==> src/rtl/uart_prog_loader.sv <==
// Program loader: packs UART bytes little-endian into 32-bit words, writes them to
// consecutive instruction-memory cells and holds the CPU in reset until the image is complete.
module uart_prog_loader #(
  parameter int CELL_NUMBERS = 64,
  parameter int ADDR_W       = 6
) (
  input  logic              clk,
  input  logic              rst,
  input  logic [7:0]        rx_data,
  input  logic              rx_valid,
  input  logic              reload,
  output logic              mem_we,
  output logic [ADDR_W-1:0] mem_addr,
  output logic [31:0]       mem_wdata,
  output logic              cpu_rst,
  output logic              load_done,
  output logic [ADDR_W:0]   word_cnt
);

  localparam logic [ADDR_W:0] LAST_CNT = (ADDR_W+1)'(CELL_NUMBERS);

  typedef enum logic [1:0] {S_LOAD, S_WRITE, S_RUN} state_t;

  state_t          state;
  logic [1:0]      byte_idx;
  logic [31:0]     asm_word;
  logic [ADDR_W:0] cnt_inc;

  assign cnt_inc = word_cnt + (ADDR_W+1)'(1);

  always_ff @(posedge clk or negedge rst) begin
    if (!rst) begin
      state     <= S_LOAD;
      byte_idx  <= 2'd0;
      asm_word  <= 32'd0;
      mem_we    <= 1'b0;
      mem_addr  <= '0;
      mem_wdata <= 32'd0;
      cpu_rst   <= 1'b1;
      load_done <= 1'b0;
      word_cnt  <= '0;
    end else if (reload) begin
      // reload beats any coincident byte and drops a partial word
      state     <= S_LOAD;
      byte_idx  <= 2'd0;
      asm_word  <= 32'd0;
      mem_we    <= 1'b0;
      cpu_rst   <= 1'b1;
      load_done <= 1'b0;
      word_cnt  <= '0;
    end else begin
      case (state)
        S_LOAD: if (rx_valid) begin
          asm_word[{byte_idx, 3'b000} +: 8] <= rx_data;
          byte_idx <= byte_idx + 2'd1;
          if (byte_idx == 2'd3) begin
            state     <= S_WRITE;
            mem_we    <= 1'b1;
            mem_addr  <= word_cnt[ADDR_W-1:0];
            mem_wdata <= {rx_data, asm_word[23:0]};
          end
        end
        S_WRITE: begin
          mem_we   <= 1'b0;
          word_cnt <= cnt_inc;
          if (cnt_inc == LAST_CNT) begin
            state     <= S_RUN;
            load_done <= 1'b1;
            cpu_rst   <= 1'b0;
          end else begin
            state <= S_LOAD;
          end
          // an early byte starts the next word rather than being lost
          if (rx_valid) begin
            asm_word[7:0] <= rx_data;
            byte_idx      <= 2'd1;
          end
        end
        S_RUN: ;
        default: state <= S_LOAD;
      endcase
    end
  end

endmodule

==> config.mk <==
export PLATFORM = sky130hd
export DESIGN_NAME = uart_prog_loader
export DESIGN_NICKNAME = d
export VERILOG_FILES = /design/src/rtl/uart_prog_loader.sv
export SDC_FILE = /design/constraint.sdc
export NUM_CORES = 1
export LEC_CHECK = 0
export ABC_CLOCK_PERIOD_IN_PS = 2300
export CAP_MARGIN = 20
export CORE_MARGIN = 2
export CORE_UTILIZATION = 53
export CTS_CLUSTER_DIAMETER = 100
export DETAILED_ROUTE_END_ITERATION = 7
export PLACE_DENSITY = 0.85
export SYNTH_ARGS = -nofsm -noshare
export SYNTH_HDL_FRONTEND = slang
export SYNTH_SLANG_ARGS = --single-unit
==> constraint.sdc <==
create_clock -name clk -period 2.3 [get_ports clk]
set_input_delay 0.345 -clock clk [delete_from_list [all_inputs] [get_ports clk]]
set_output_delay 0.345 -clock clk [all_outputs]
set_load 0.1 [all_outputs]
== Word level (Yosys, flattened, before mapping) ==
Cells that the tools add are included.
Operators by class
  add/sub/neg operators: 3
  multiply operators: 0
  divide/modulo/power cells: 0
  $lt $le $gt $ge: 0
  eq/ne operators: 8
  shift operators: 2
  mux-type cells: 27
  bitwise logic cells: 1
  reductions and logical operators: 12
Operators by type and width (count)
  2-to-1 mux 32 bit: 2
  bitwise mux 32 bit: 1
  variable shift 8 x 7 -> 32 bit, first input constant: 1
  indexed part select 8 x 7 -> 32 bit: 1
  2-to-1 mux 24 bit: 1
  case mux 8 bit (2 select lines): 1
  2-to-1 mux 2 bit: 7
  2-to-1 mux 7 bit: 2
  2-to-1 mux 1 bit: 9
  != test 3 bit, second input constant: 3
  AND reduction 3 bit: 3
  2-to-1 mux 8 bit: 1
  nonzero test 2 bit: 4
  adder 7 x 1 -> 7 bit, second input constant: 1
  equality test 7 bit, second input constant: 1
  negator 5 -> 7 bit: 1
  case mux 2 bit (3 select lines): 1
  equality test 2 bit, second input constant: 2
  case mux 2 bit (2 select lines): 1
  AND reduction 2 bit: 2
  AND reduction 4 bit: 1
  nonzero test 3 bit: 1
  adder 2 x 1 -> 2 bit, second input constant: 1
  equality test 2 x 1 -> 1 bit, second input constant: 1
  other kinds (4): 4
Word-level totals
  register bits after elaboration: 84
  bits in latches: 0
  RAM bits: 0
  ROM bits: 0
  input bits: 12
  output and inout port bits: 48
  word-level logic and storage cells: 63
  memories kept: 0

== Logic depth before layout (Yosys ltp) ==
  depth after elaboration: 6
  gate-level depth with buffers: 7
  gate-level depth less buffers: 6

== Worst setup path after synthesis ==
No wires, ideal clock.
  kind: reg-to-reg
  from: register word_cnt[0]
  to: register load_done
  library setup time: 0.122 ns
  arrival: 2.045 ns
  required time: 2.178 ns
  setup slack: 0.133 ns
  cell stages (with the launch flop): 6
  buffers on the path: 0
  period minus slack after synthesis: 2.167 ns
  cell sequence: dfrtp_1 ha_1 xor2_1 nor3_1 o211a_2 a32o_2
On the way
  word-level cells in the longest chain between the ends: 4
Ends and longest elaborated chain
  start, declared: line 17  | output logic [ADDR_W:0] word_cnt
  start signal, assigned: line 65  | word_cnt <= cnt_inc;
  adder 7 x 1 -> 7 bit: line 29  | assign cnt_inc = word_cnt + (ADDR_W+1)'(1);
  equality test 7 bit: line 66  | if (cnt_inc == LAST_CNT) begin
  nonzero test 2 bit (no source line)
  AND reduction 2 bit (no source line)
  end signal, assigned: line 40  | load_done <= 1'b0;
  end signal, assigned: line 49  | load_done <= 1'b0;
  end signal, assigned: line 68  | load_done <= 1'b1;
  end, declared: line 16  | output logic load_done,
Every way passes these cells.
A chain may end at the register's enable or synchronous reset.

== Worst setup path after layout ==
  from: register byte_idx[0]
  to: register asm_word[21]
On the way
  word-level cells in the longest chain between the ends: 6
  elaborated cells between the ends (all ways): 7
  those cells by class: add/sub: 1; shift: 2; mux: 4
Ends and longest elaborated chain
  start, declared: line 25  | logic [1:0] byte_idx;
  start signal, assigned: line 55  | byte_idx <= byte_idx + 2'd1;
  negator 5 -> 7 bit (*): line 54  | asm_word[{byte_idx, 3'b000} +: 8] <= rx_data;
  indexed part select 8 x 7 -> 32 bit / variable shift 8 x 7 -> 32 bit (equally long branches): line 54
  bitwise mux 32 bit (*): line 54
  2-to-1 mux 32 bit (*): line 53  | S_LOAD: if (rx_valid) begin
  2-to-1 mux 24 bit (*): line 52  | case (state)
  2-to-1 mux 32 bit (*): line 42  | end else if (reload) begin
  end signal, assigned by index: line 54
  end, declared: line 26  | logic [31:0] asm_word;
Every way passes the cells marked *; elsewhere a longest branch is shown, timed or not. The select of a mux whose other input is x is not followed.

==> metrics <==
GR Overflow Total 0; crit-path leading delay family compound AO/OA/AOI/OAI gates; initial antenna violation count 0; area of the multi-input gates 1146 um2; Initial Util 55.85%; leading cell types by count after synthesis dfrtp_1, nand2_1, mux2_2, o21ai_0, nor2_1; total CTS buffers 9; post-cts gate resize count 0; Port-buffer cells 59; met2 WL 3.144 mm; CP Depth 4; top-area cell type share of the netlist area 60.29%; fin util 69.52%; Static Leak 1.951 nW; core area 5574 um2; Final Hold Slack 0.1320 ns; DR vias/cell 5.315; residual DRC count 0; Tot GR Track Use 21.23%; share of cells above drive strength 1 35.71%; crit-path max cell delay 0.71 ns; die height 80.64 um; worst path bufs/invs 1; routability cong. 0.7864; count of cell types in the netlist 34; post-route cell area 3875 um2; Syn Nets 270; sequential fraction of the synthesis area 61.13%; Fin Setup TNS 0 ns; final net count 334; Root Driver clkbuf_8; setup slack, reg-to-reg 0.42 ns; PwrDens 772.9 nW/um2; vias in the first global route 2,115; RSZ-0062 raised after global routing false; met3 WL 248 um; CP Launch Type flop; Async SR Flop Fraction 100.0%; Setup CP Type flop to flop; area leader, netlist dfrtp_1; register bit count reported by yosys 76; clk_lat worst skew 0.35 ns; crit path cell chain inv_1 -> ha_1 -> a21oi_1 -> o21ai_0; Post-Syn Area 3113 um2; Pins Over Slew Limit 0; most common cell in the synthesized netlist dfrtp_1; first-pass GRT wire length 10.30 mm; CP max FO 16; Maximum Capacitance Violations 0; CTS max path bufs 2; placed insts 378; routed via count 2,094; DPL Wire Length 4.221 mm; Clock Sinks 76; Post-synth top flop dfrtp_1; period utilization 81.85%; Worst-Margin Slew 0.9237 ns; fill count 416; Pre-antenna DRT Iters 4; Fmax 531.2 MHz; Mean Syn Cell Area 12.30 um2; number of synthesized flops with an enable pin 0; count of standard-cell rows 27; Hold Path Class input port to asynchronous set/reset pin; ANT cells 0; final wirelength 6.233 mm; Hold Buf Count CTS 0; average wire per standard cell 15.82 um; # setup viols final 0; DP Area 3660 um2; Rel. slew slack 38.42%; Hold Vio Cnt, Final 0; Die ar. 6503 um2; M1 WL 2.714 mm; R2R cell count 4; Overall Power 2.995 mW; largest net degree at the start of global routing 77; Post-Route Skew 0.006491 ns; CP max stage cell a21oi_1; CP Data Arrival Time 2.07 ns; Final min period 1.883 ns; Critical Path RT 2.49 ns; Die W 80.64 um; IO Pins 60; Setup crit end kind flop; Reg area 1903 um2; clock-pin slew on the worst setup and hold paths 0.08 ns; Setup WS post-layout 0.4174 ns; status finished clean; Top Layer Used met4; Syn-to-layout area delta 24.48%; DRT antenna net count 0; Worst VDD drop 0.4824 mV; Setup WS pre-CTS 0.1708 ns; CTS tree done; post-CTS setup buffer count 0; final instance count without filler cells 394; initial DRC count 114; YS warnings 0; # H-tree levels 3; Synth area leaders dfrtp_1, mux2_2, nand2_1, o21ai_0, a22o_1; Syn Inst Count 253
## layout by cell type, fill, tap and decap left out, types with 2 or more instances in the layout
master and count:
and2b_1 2, buf_4 53, nand2_1 37, nor3b_1 2
nand3_2 2, xor2_1 4, a31oi_1 2, a21oi_1 5
clkdlybuf4s50_1 10, a22o_1 8, inv_1 6, o21ai_0 20
nor3_1 5, clkbuf_8 9, and4_1 2, ha_1 5
dfrtp_1 75, xnor2_1 3, nor2_1 12, bufinv_16 2
clkinv_2 3, or3_1 3, mux2_2 36
## power breakdown
part	internal [mW]	switching, mW	total (mW)
clock	0.606	0.486	1.09
sequential	1.38	0.0308	1.42
combinational	0.113	0.373	0.487
total	2.10	0.891	2.99
## final timing paths
path / from / to
worst min-delay path: rst / mem_wdata[5]
worst min register to register: asm_word[23] / asm_word[23]
worst max register to register: byte_idx[0] / asm_word[21]
min in group clk: asm_word[23] / asm_word[23]
max in group asynchronous: rst / word_cnt[6]
worst max-delay path: byte_idx[0] / asm_word[21]
## state kept, by name, indices dropped and copies added, names as in the netlist
signal	count
asm_word	24
byte_idx	2
cpu_rst	1
load_done	1
mem_addr	6
mem_wdata	32
mem_we	1
state	2
word_cnt	7
## layout make-up
| cell class | instances | area share [%] |
|---|---|---|
| Clock buffer | 9 | 3.197 |
| Clock inverter | 7 | 2.357 |
| Inverter | 6 | 0.5812 |
| Multi-Input combinational cell | 161 | 29.58 |
| Sequential cell | 76 | 49.11 |
| Tap cell | 72 | 2.325 |
| Timing Repair Buffer | 63 | 12.85 |
## logic make-up after synthesis
kind of cell / Yosys count / share of synthesized area (%)
DFF: 76 / 61.13
buffers and inverters: 16 / 2.210
xor gates and xnor gates: 7 / 1.969
AOI/OAI and AO/OA: 40 / 8.401
muxes: 37 / 13.38
adders and majority gates: 5 / 2.010
and+or+nand+nor: 72 / 10.89
## metal layers
metal	global-route usage, %	vias up
met3	3.146	13
li1	-	1007
met5	0	-
met1	29.00	1026
met4	10.00	0
met2	33.50	48
Note: power is estimated with default switching activity, not from simulation.
